`src/rtl/mac_poly_engine.sv`:
```
// rtl/mac_poly_engine.sv - streaming multiply-accumulate / Horner polynomial engine
//
// Purpose:
//   Consumes a packet of operand beats and produces one result per packet.
//   mode=0 : sum of products, acc = sum(a_i * x_i)
//   mode=1 : Horner evaluation, acc = (...((a0*x + a1)*x + a2)...), x taken
//            from the first beat of the packet.
//   All arithmetic wraps modulo 2^ACC_W; overflow flags any lost bits.
//
// Ports:
//   clk           : clock, rising edge
//   reset         : asynchronous reset, active low
//   mode          : operation select, sampled on the first beat
//   valid_input   : input beat valid
//   ready_input   : engine can accept a beat
//   last_input    : beat is the final one of the packet
//   num_a         : multiplicand (SOP) / coefficient (Horner)
//   num_x         : multiplier (SOP) / evaluation point (Horner, first beat)
//   valid_output  : result valid
//   ready_output  : consumer takes the result
//   final_output  : packet result
//   overflow      : sticky wrap indicator for the packet
//   beat_count    : saturating count of accepted beats in the packet
module mac_poly_engine #(
  parameter int DATA_W = 8,
  parameter int ACC_W  = 24,
  parameter int CNT_W  = 8
) (
  input  logic              clk,
  input  logic              reset,
  input  logic              mode,
  input  logic              valid_input,
  output logic              ready_input,
  input  logic              last_input,
  input  logic [DATA_W-1:0] num_a,
  input  logic [DATA_W-1:0] num_x,
  output logic              valid_output,
  input  logic              ready_output,
  output logic [ACC_W-1:0]  final_output,
  output logic              overflow,
  output logic [CNT_W-1:0]  beat_count
);

  // Width that holds acc*x + a without loss.
  localparam int WW = ACC_W + DATA_W + 1;

  typedef enum logic [1:0] {
    IDLE  = 2'd0,
    ACCUM = 2'd1,
    DONE  = 2'd2
  } state_t;

  state_t              state_q, state_d;
  logic [ACC_W-1:0]    acc_q, acc_d;
  logic                ovf_q, ovf_d;
  logic [CNT_W-1:0]    cnt_q, cnt_d;
  logic                mode_q, mode_d;
  logic [DATA_W-1:0]   x_q, x_d;
  // Held low through reset so ready_input only rises on the first clock
  // edge after reset is released.
  logic                rdy_en_q, rdy_en_d;

  logic                accept;
  logic [2*DATA_W-1:0] prod;
  logic [ACC_W:0]      sop_wide;
  logic [WW-1:0]       horner_wide;
  logic [CNT_W-1:0]    cnt_inc;

  assign ready_input  = rdy_en_q && (state_q != DONE);
  assign accept       = valid_input && ready_input;
  assign valid_output = (state_q == DONE);
  assign final_output = acc_q;
  assign overflow     = ovf_q;
  assign beat_count   = cnt_q;

  // Products never exceed 2*DATA_W bits, which fits in ACC_W, so only the
  // accumulate carry can be lost in SOP mode.
  assign prod        = (2*DATA_W)'(num_a) * (2*DATA_W)'(num_x);
  assign sop_wide    = {1'b0, acc_q} + (ACC_W+1)'(prod);
  // Horner step computed at full width; any bit above ACC_W means either the
  // product or the following add wrapped.
  assign horner_wide = WW'(acc_q) * WW'(x_q) + WW'(num_a);
  assign cnt_inc     = (cnt_q == {CNT_W{1'b1}}) ? cnt_q : cnt_q + CNT_W'(1);

  always_comb begin
    state_d  = state_q;
    acc_d    = acc_q;
    ovf_d    = ovf_q;
    cnt_d    = cnt_q;
    mode_d   = mode_q;
    x_d      = x_q;
    rdy_en_d = 1'b1;

    case (state_q)
      IDLE: begin
        if (accept) begin
          mode_d  = mode;
          x_d     = num_x;
          acc_d   = mode ? ACC_W'(num_a) : ACC_W'(prod);
          ovf_d   = 1'b0;
          cnt_d   = CNT_W'(1);
          state_d = last_input ? DONE : ACCUM;
        end
      end
      ACCUM: begin
        if (accept) begin
          if (mode_q) begin
            acc_d = horner_wide[ACC_W-1:0];
            ovf_d = ovf_q | (|horner_wide[WW-1:ACC_W]);
          end else begin
            acc_d = sop_wide[ACC_W-1:0];
            ovf_d = ovf_q | sop_wide[ACC_W];
          end
          cnt_d   = cnt_inc;
          state_d = last_input ? DONE : ACCUM;
        end
      end
      DONE: begin
        if (ready_output) begin
          state_d = IDLE;
        end
      end
      default: begin
        state_d = IDLE;
      end
    endcase
  end

  always_ff @(posedge clk or negedge reset) begin
    if (!reset) begin
      state_q  <= IDLE;
      acc_q    <= '0;
      ovf_q    <= 1'b0;
      cnt_q    <= '0;
      mode_q   <= 1'b0;
      x_q      <= '0;
      rdy_en_q <= 1'b0;
    end else begin
      state_q  <= state_d;
      acc_q    <= acc_d;
      ovf_q    <= ovf_d;
      cnt_q    <= cnt_d;
      mode_q   <= mode_d;
      x_q      <= x_d;
      rdy_en_q <= rdy_en_d;
    end
  end

endmodule

```
`config.mk`:
```
export PLATFORM = sky130hd
export DESIGN_NAME = mac_poly_engine
export DESIGN_NICKNAME = d
export VERILOG_FILES = /design/src/rtl/mac_poly_engine.sv
export SDC_FILE = /design/constraint.sdc
export NUM_CORES = 1
export LEC_CHECK = 0
export ABC_AREA = 1
export CORE_ASPECT_RATIO = 2
export CORE_MARGIN = 3
export CORE_UTILIZATION = 45
export CTS_CLUSTER_SIZE = 12
export DETAILED_ROUTE_END_ITERATION = 10
export GPL_ROUTABILITY_DRIVEN = 0
export PLACE_DENSITY = 0.69
export SLEW_MARGIN = 20
export SYNTH_ARGS = -nofsm -noshare
export SYNTH_HDL_FRONTEND = slang
export SYNTH_SLANG_ARGS = --single-unit
```
`constraint.sdc`:
```
create_clock -name clk -period 13.16 [get_ports clk]
set_input_delay 1.316 -clock clk [delete_from_list [all_inputs] [get_ports clk]]
set_output_delay 1.316 -clock clk [all_outputs]
set_load 0.005 [all_outputs]
```
==> results of run 1 <==
[logic make-up after synthesis]
kind of cell / Yosys count / synth area share [%]
flops: 45 / 8.65
buf+inv: 675 / 19.5
fa+ha+maj: 303 / 39.3
other cells: 1 / 0.0288
simple gates: 743 / 22.8
xor+xnor: 22 / 1.48
compound gates: 190 / 8.15
[cell usage after synthesis, types with 2 or more instances]
cell type	count
a211oi_1	3
a21o_1	3
a21oi_1	85
a31o_2	2
a31oi_1	4
and2_1	3
and3_1	2
buf_2	5
clkbuf_1	71
dfrtp_1	45
fa_1	177
ha_1	126
inv_1	596
inv_2	2
nand2_1	566
nand3_1	60
nand3b_1	3
nand4_1	9
nor2_1	73
nor2_2	2
nor3_1	14
o211ai_1	5
o21a_1	8
o21ai_0	63
o21bai_1	5
o221ai_1	2
o22ai_1	3
o31ai_1	2
or2_2	7
xnor2_1	5
xor2_1	17
[worst paths after layout]
kind	startpoint	endpoint	slack (ns)	depth (start not counted)
worst max-delay path	num_a[3]	final_output[20]	5.84	26
worst min-delay path	x_q[5]	x_q[5]	0.48	2
worst max register to register	x_q[3]	overflow	7.80	22
worst min register to register	x_q[5]	x_q[5]	0.48	2
max in group asynchronous	reset	final_output[5]	11.63	2
min in group asynchronous	reset	state_q[1]	1.09	2
[stage by stage]
stage | setup WS (ns) | utilization (%)
finish | 5.84 | 49.3
detailed placement | 5.63 | 48.8
CTS | 5.95 | 49.3
global placement | 5.78 | 48.8
floorplan | 6.77 | -
global route | 5.46 | 49.3
[worst reg2reg max path: cells and delay by family, from the launching register on]
family	cells	cell delay [ns]
adders and majority gates	5	2.41
AOI/OAI and AO/OA	1	0.06
buffers and inverters	4	0.52
and+or+nand+nor	12	1.56
DFF	1	0.69
[layer usage]
layer / GRT usage (%) / share of wire, % / wire length, um
met4: 21.8 / 9.8 / 3900
met1: 23.7 / 31 / 12400
met3: 3.04 / 4.6 / 1830
met2: 50.5 / 54 / 21600
met5: 0 / 0 / 0
[sequential cells by signal, summed over array words and instances, names as in the netlist]
register	cells
beat_count	8
final_output	24
mode_q	1
overflow	1
rdy_en_q	1
state_q	2
x_q	8
[area by class of cell]
cell class	count	area, um2
flip-flops and latches	45	1130
clock inverters	3	25.0
clock buffers	5	125
well taps	356	445
repair buffers	68	646
fillers	2893	14300
multi-input cells	1259	9350
inverters	598	2240
==> results.yml, run 1 <==
floorplan:
  die_x_um: 126
  coreArea_um2: 28300
  die_y_um: 247
  dieArea_um2: 31100
  ioPinCount: 57
  core.rowCount: 87
  initial_core_util_pct: 46.0
synthesis:
  synth.cell_area_um2: 13000
  synth-edff-count: 0
  synth_area_per_cell_um2: 6.58
  yosysUniqueCellTypes: 42
  ys_seq_elements: 45
  synth_warnings: 0
  ys_seq_area_share_pct: 8.65
  ys_top_cells_by_area: "fa_1 (27%), inv_1 (17%), nand2_1 (16%), ha_1 (12%), dfrtp_1 (8.7%)"
  syn_nets: 2304
  syn_inst: 1979
  synth.top_cell.area_share_pct: 27.2
  synth-async-reset-ratio_pct: 100
  ys.flop_type: "dfrtp_1"
  synth_top_area_cell: "fa_1"
clock_network:
  clock_latency_ns: 0.31
  htree_levels: 2
  cts_root_buffer: "clkbuf_16"
  clk_path_buf_depth: 2
  cts_sinks: 45
  cts_tree: "yes"
  clk_pin_slew_ns: 0.07
  holdBufCountCts: 0
  cts_buffers: 5
  ctsResizeCount: 0
  post_cts_buffers: 0
sta:
  rsz0062_at_grt: "no"
  hold_violations: 0
  maxSlewHeadroom_pct: 25.1
  min_period_ns: 7.32
  max_freq_mhz: 137
  finClkSkew_ns: 0.0116
  fin_tns_setup_ns: 0
  finalSetupViolations: 0
  whs_ns: 0.485
  period_share_pct: 55.6
  slew_viol_final: 0
  tightest_slew_ns: 1.12
route:
  viasPerCell: 5.21
  wirelength_mm: 39.7
  vias: 12162
  drtIter0Drc: 585
  antenna_left: 0
  drc: 0
  wire_per_inst_um: 17.0
  dr.pass1.iters: 6
setup_path:
  cpPeakStageDelay_ns: 0.63
  path_class: "input pin to register"
  arrival_ns: 7.46
  crit_fanout: 9
  slowest_stage: "clkdlybuf4s50_1"
  cp-end-kind: "register"
  critPathRequiredTime_ns: 13.30
  crit_path_start_kind: "input pin"
  worst-path-buf-inv: 6
  path_delay_family: "adder cells"
finish:
  fin_cells: 2334
  final_common_cell: "inv_1"
  final_cell_mix: "inv_1 (596), nand2_1 (566), fa_1 (177)"
  syn_to_final_growth_pct: 7.27
  final_area_um2: 14000
  drive_above_1_share_pct: 1.97
  num_antenna_cells: 0
  nets: 2302
place:
  place_inst: 2326
  placed_cell_area_um2: 13800
  port_buffers: 56
  place.detailed.hpwl_mm: 33.0
worst_hold_path:
  min_path_type: "register to register"
run:
  maxCapViolations: 0
global_routing:
  grt_antenna_before_repair: 0
  grt_max_degree: 46
  grt_pass1_vias: 12924
  grt_pass1_wl_mm: 63.7
  grt.total_usage_pct: 26.2
  gr-total-overflow: 0
outcome:
  status: "completed"
Power of run 1 is not shown: default switching activity piles up to over one toggle a cycle in this logic, so the estimate is an artifact.
==> inputs of run 2 (changes only) <==
==> constraint.sdc (replaced) <==
create_clock -name clk -period 7.4 [get_ports clk]
set_input_delay 0.74 -clock clk [delete_from_list [all_inputs] [get_ports clk]]
set_output_delay 0.74 -clock clk [all_outputs]
set_load 0.005 [all_outputs]
==> run 2 against run 1 <==
Sequential cell count unchanged. Die area did not move. Final cell count barely moved. Sequential share of layout area about the same. First-iteration DRC count down 6.7%. Final area up 0.13%.
==> results.yml, run 2 (same netlist as run 1, synthesis figures left out) <==
clock_network:
  clk_path_buf_depth: 2
  holdBufCountCts: 0
  cts_sinks: 45
  clk_pin_slew_ns: 0.08
  cts_buffers: 5
  clock_latency_ns: 0.32
  cts_tree: "yes"
  ctsResizeCount: 0
  cts_root_buffer: "clkbuf_16"
  post_cts_buffers: 0
  htree_levels: 2
sta:
  whs_ns: 0.418
  finClkSkew_ns: 0.0158
  min_period_ns: 6.72
  rsz0062_at_grt: "no"
  fin_tns_setup_ns: 0
  slew_viol_final: 0
  tightest_slew_ns: 1.14
  hold_violations: 0
  period_share_pct: 90.8
  finalSetupViolations: 0
  maxSlewHeadroom_pct: 24.1
  max_freq_mhz: 149
finish:
  fin_cells: 2335
  num-fill-cells: 2924
  num_antenna_cells: 0
  nets: 2303
  drive_above_1_share_pct: 2.02
  final_core_util_pct: 49.4
  final_common_cell: "inv_1"
  largest_register_ff_count: 24
  syn_to_final_growth_pct: 7.41
  final_cell_mix: "inv_1 (596), nand2_1 (566), fa_1 (177)"
outcome:
  status: "completed"
setup_path:
  arrival_ns: 6.88
  cp-end-kind: "register"
  crit_path_start_kind: "input pin"
  slowest_stage: "clkdlybuf4s50_1"
  path_class: "input pin to register"
  critPathRequiredTime_ns: 7.57
  path_delay_family: "adder cells"
  worst-path-buf-inv: 6
  cpPeakStageDelay_ns: 0.63
  r2r_setup_slack_ns: 1.73
  crit_fanout: 9
route:
  wirelength_mm: 40.1
  m1WireLength_mm: 12.5
  drc: 0
  wire_per_inst_um: 17.2
  antenna_left: 0
  dr.pass1.iters: 5
  viasPerCell: 5.16
  routed-wl-met3_mm: 1.94
  top_layer_used: "met4"
  vias: 12054
  met2WireLength_mm: 21.5
  drtIter0Drc: 546
global_routing:
  grt.total_usage_pct: 26.5
  grt_pass1_wl_mm: 64.6
  grt_max_degree: 46
  grt_antenna_before_repair: 0
  grt_pass1_vias: 13146
  gr-total-overflow: 0
place:
  place_inst: 2327
  port_buffers: 56
  place.detailed.hpwl_mm: 33.4
floorplan:
  die_x_um: 126
  coreArea_um2: 28300
  initial_core_util_pct: 46.0
  die_y_um: 247
  dieArea_um2: 31100
  ioPinCount: 57
  core.rowCount: 87
run:
  maxCapViolations: 0
worst_hold_path:
  min_path_type: "input pin to async pin"
run 2: per-layer routing:
layer / track usage (%) / vias up
met1: 24.3 / 5653
met3: 2.91 / 221
li1: - / 5740
met4: 22.8 / 0
met5: 0 / -
met2: 50.4 / 440
run 2: final timing paths:
path                                         end      from  cells past startpoint
worst max-delay path            final_output[20]  num_a[3]                     26
worst min-delay path               beat_count[7]     reset                      1
worst max register to register          overflow    x_q[7]                     24
worst min register to register            x_q[2]    x_q[2]                      2
max in group asynchronous        final_output[5]     reset                      1
min in group clk                          x_q[2]    x_q[2]                      2
run 2: layout make-up:
class	count	area, um2	area share [%]
Clock inverter	3	28.8	0.206
Multi-Input combinational cell	1259	9360	66.9
Inverter	598	2240	16.1
Clock buffer	5	125	0.895
Sequential cell	45	1130	8.05
Tap cell	356	445	3.19
Timing Repair Buffer	69	656	4.69
run 2: metrics by stage:
| step | worst slack [ns] | instance area, um2 |
|---|---|---|
| after floorplan | 1.58 | 13000 |
| after global placement | 0.585 | 13800 |
| after detailed placement | 0.426 | 13800 |
| after CTS | 0.729 | 14000 |
| after global routing | 0.219 | 14000 |
| final | 0.683 | 14000 |
Power of run 2 is left out for the same reason.
==> inputs of run 3 (changes only) <==
--- a/config.mk
+++ b/config.mk
@@ -12,8 +12,9 @@
 export CTS_CLUSTER_SIZE = 12
 export DETAILED_ROUTE_END_ITERATION = 10
 export GPL_ROUTABILITY_DRIVEN = 0
-export PLACE_DENSITY = 0.69
+export PLACE_DENSITY_LB_ADDON = 0.2
 export SLEW_MARGIN = 20
 export SYNTH_ARGS = -nofsm -noshare
 export SYNTH_HDL_FRONTEND = slang
 export SYNTH_SLANG_ARGS = --single-unit
+export TNS_END_PERCENT = 5
==> run 3 against run 2 <==
Worst hold slack improved by 0.077 ns. Die area unchanged. Critical path depth grew 1. Sequential cell count stayed put. Register-to-register slack worse by 0.09 ns. Clock skew down 0.0013 ns. Final area barely moved. Utilization hardly changed. Setup slack improved by 0.044 ns. First-iteration DRC count is 3.3% higher. Largest cell class unchanged.
==> results.yml, run 3 (same netlist as run 1, synthesis figures left out) <==
outcome:
  status: "completed"
sta:
  rsz0062_at_grt: "no"
  finalSetupViolations: 0
  max_freq_mhz: 150
  tightest_slew_ns: 1.22
  period_share_pct: 90.2
  setup_slack_ns: 0.727
  finClkSkew_ns: 0.0145
  min_period_ns: 6.67
  maxSlewHeadroom_pct: 18.5
  fin_tns_setup_ns: 0
  slew_viol_final: 0
  hold_violations: 0
finish:
  num-fill-cells: 2968
  final_common_cell: "inv_1"
  drive_above_1_share_pct: 2.02
  largest_register_ff_count: 24
  final_area_um2: 14000
  nets: 2304
  syn_to_final_growth_pct: 7.35
  final_cell_mix: "inv_1 (596), nand2_1 (566), fa_1 (177)"
  num_antenna_cells: 0
place:
  placed_cell_area_um2: 13800
  dp_slack_ns: 0.437
  port_buffers: 56
  place.detailed.hpwl_mm: 33.3
route:
  vias: 11973
  viasPerCell: 5.13
  antenna_left: 0
  drc: 0
  wire_per_inst_um: 17.0
  wirelength_mm: 39.6
  dr.pass1.iters: 5
  drtIter0Drc: 564
run:
  maxCapViolations: 0
floorplan:
  coreArea_um2: 28300
  core.rowCount: 87
  dieArea_um2: 31100
  die_y_um: 247
  die_x_um: 126
  ioPinCount: 57
  initial_core_util_pct: 46.0
setup_path:
  critPathRequiredTime_ns: 7.58
  path_class: "input pin to register"
  arrival_ns: 6.85
  crit_fanout: 9
  cp-end-kind: "register"
  worst-path-buf-inv: 6
  path_delay_family: "adder cells"
  crit_path_start_kind: "input pin"
  worst-path-stages: 27
  r2r_setup_slack_ns: 1.64
  r2r_end: "overflow"
  r2r_start: "x_q[2]"
  cpPeakStageDelay_ns: 0.63
  slowest_stage: "clkdlybuf4s50_1"
  reg2reg_depth: 24
worst_hold_path:
  min_from: "x_q[6]"
  hold_path_depth: 2
  worstHoldEndpoint: "x_q[6]"
  min_path_type: "register to register"
clock_network:
  holdBufCountCts: 0
  htree_levels: 2
  cts_tree: "yes"
  ctsResizeCount: 0
  clk_path_buf_depth: 2
  clk_pin_slew_ns: 0.07
  cts_root_buffer: "clkbuf_16"
  post_cts_buffers: 0
  cts_sinks: 45
  cts_buffers: 5
  clock_latency_ns: 0.31
global_routing:
  grt_pass1_wl_mm: 64.4
  grt_pass1_vias: 12951
  grt.total_usage_pct: 26.4
  grt_antenna_before_repair: 0
  grt_max_degree: 46
  gr-total-overflow: 0
-- run 3: cell types whose count changed in the layout (fill, tap and decap cells not counted), sizes merged --
cell,change
buf,+1
clkinvlp,+1
clkbuf,+1
inv,-3
-- run 3: metal layers --
layer / track usage [%] / vias up / wire length (um)
met5: 0 / - / 0
li1: - / 5733 / -
met2: 51.7 / 344 / 22100
met3: 2.15 / 168 / 1340
met4: 18.6 / 0 / 3100
met1: 25.1 / 5728 / 13100
-- run 3: worst max path at each step --
stage / from / endpoint
after floorplan: num_x[2] / final_output[18]
after global placement: num_a[3] / final_output[20]
after detailed placement: num_a[3] / final_output[18]
after CTS: num_a[3] / final_output[18]
after global routing: num_a[3] / final_output[22]
final: num_a[3] / final_output[18]
-- run 3: stage by stage --
step	hold slack (ns)	std cells	utilization, %
6_report	0.496	2335	49.4
3_3_place_gp	0.465	2328	48.9
3_5_place_dp	0.476	2328	48.9
5_1_grt	0.552	2335	49.4
4_1_cts	0.499	2335	49.4
2_1_floorplan	0.444	1979	-
-- run 3: cell type report --
cell class	instances	area [um2]	share of cell area, %
tap	356	445	3.19
inverter	598	2240	16.1
sequential	45	1130	8.06
timing repair buffer	70	661	4.73
multi-input combinational	1259	9350	66.9
clock inverter	1	7.51	0.0537
clock buffer	6	139	0.994
-- run 3: tightest hold or removal path: cells and delay by family (launching register included) --
family / cells / cell delay, ns
flip-flops: 1 / 0.35
AND/OR/NAND/NOR: 2 / 0.12
Power of run 3 is left out for the same reason.
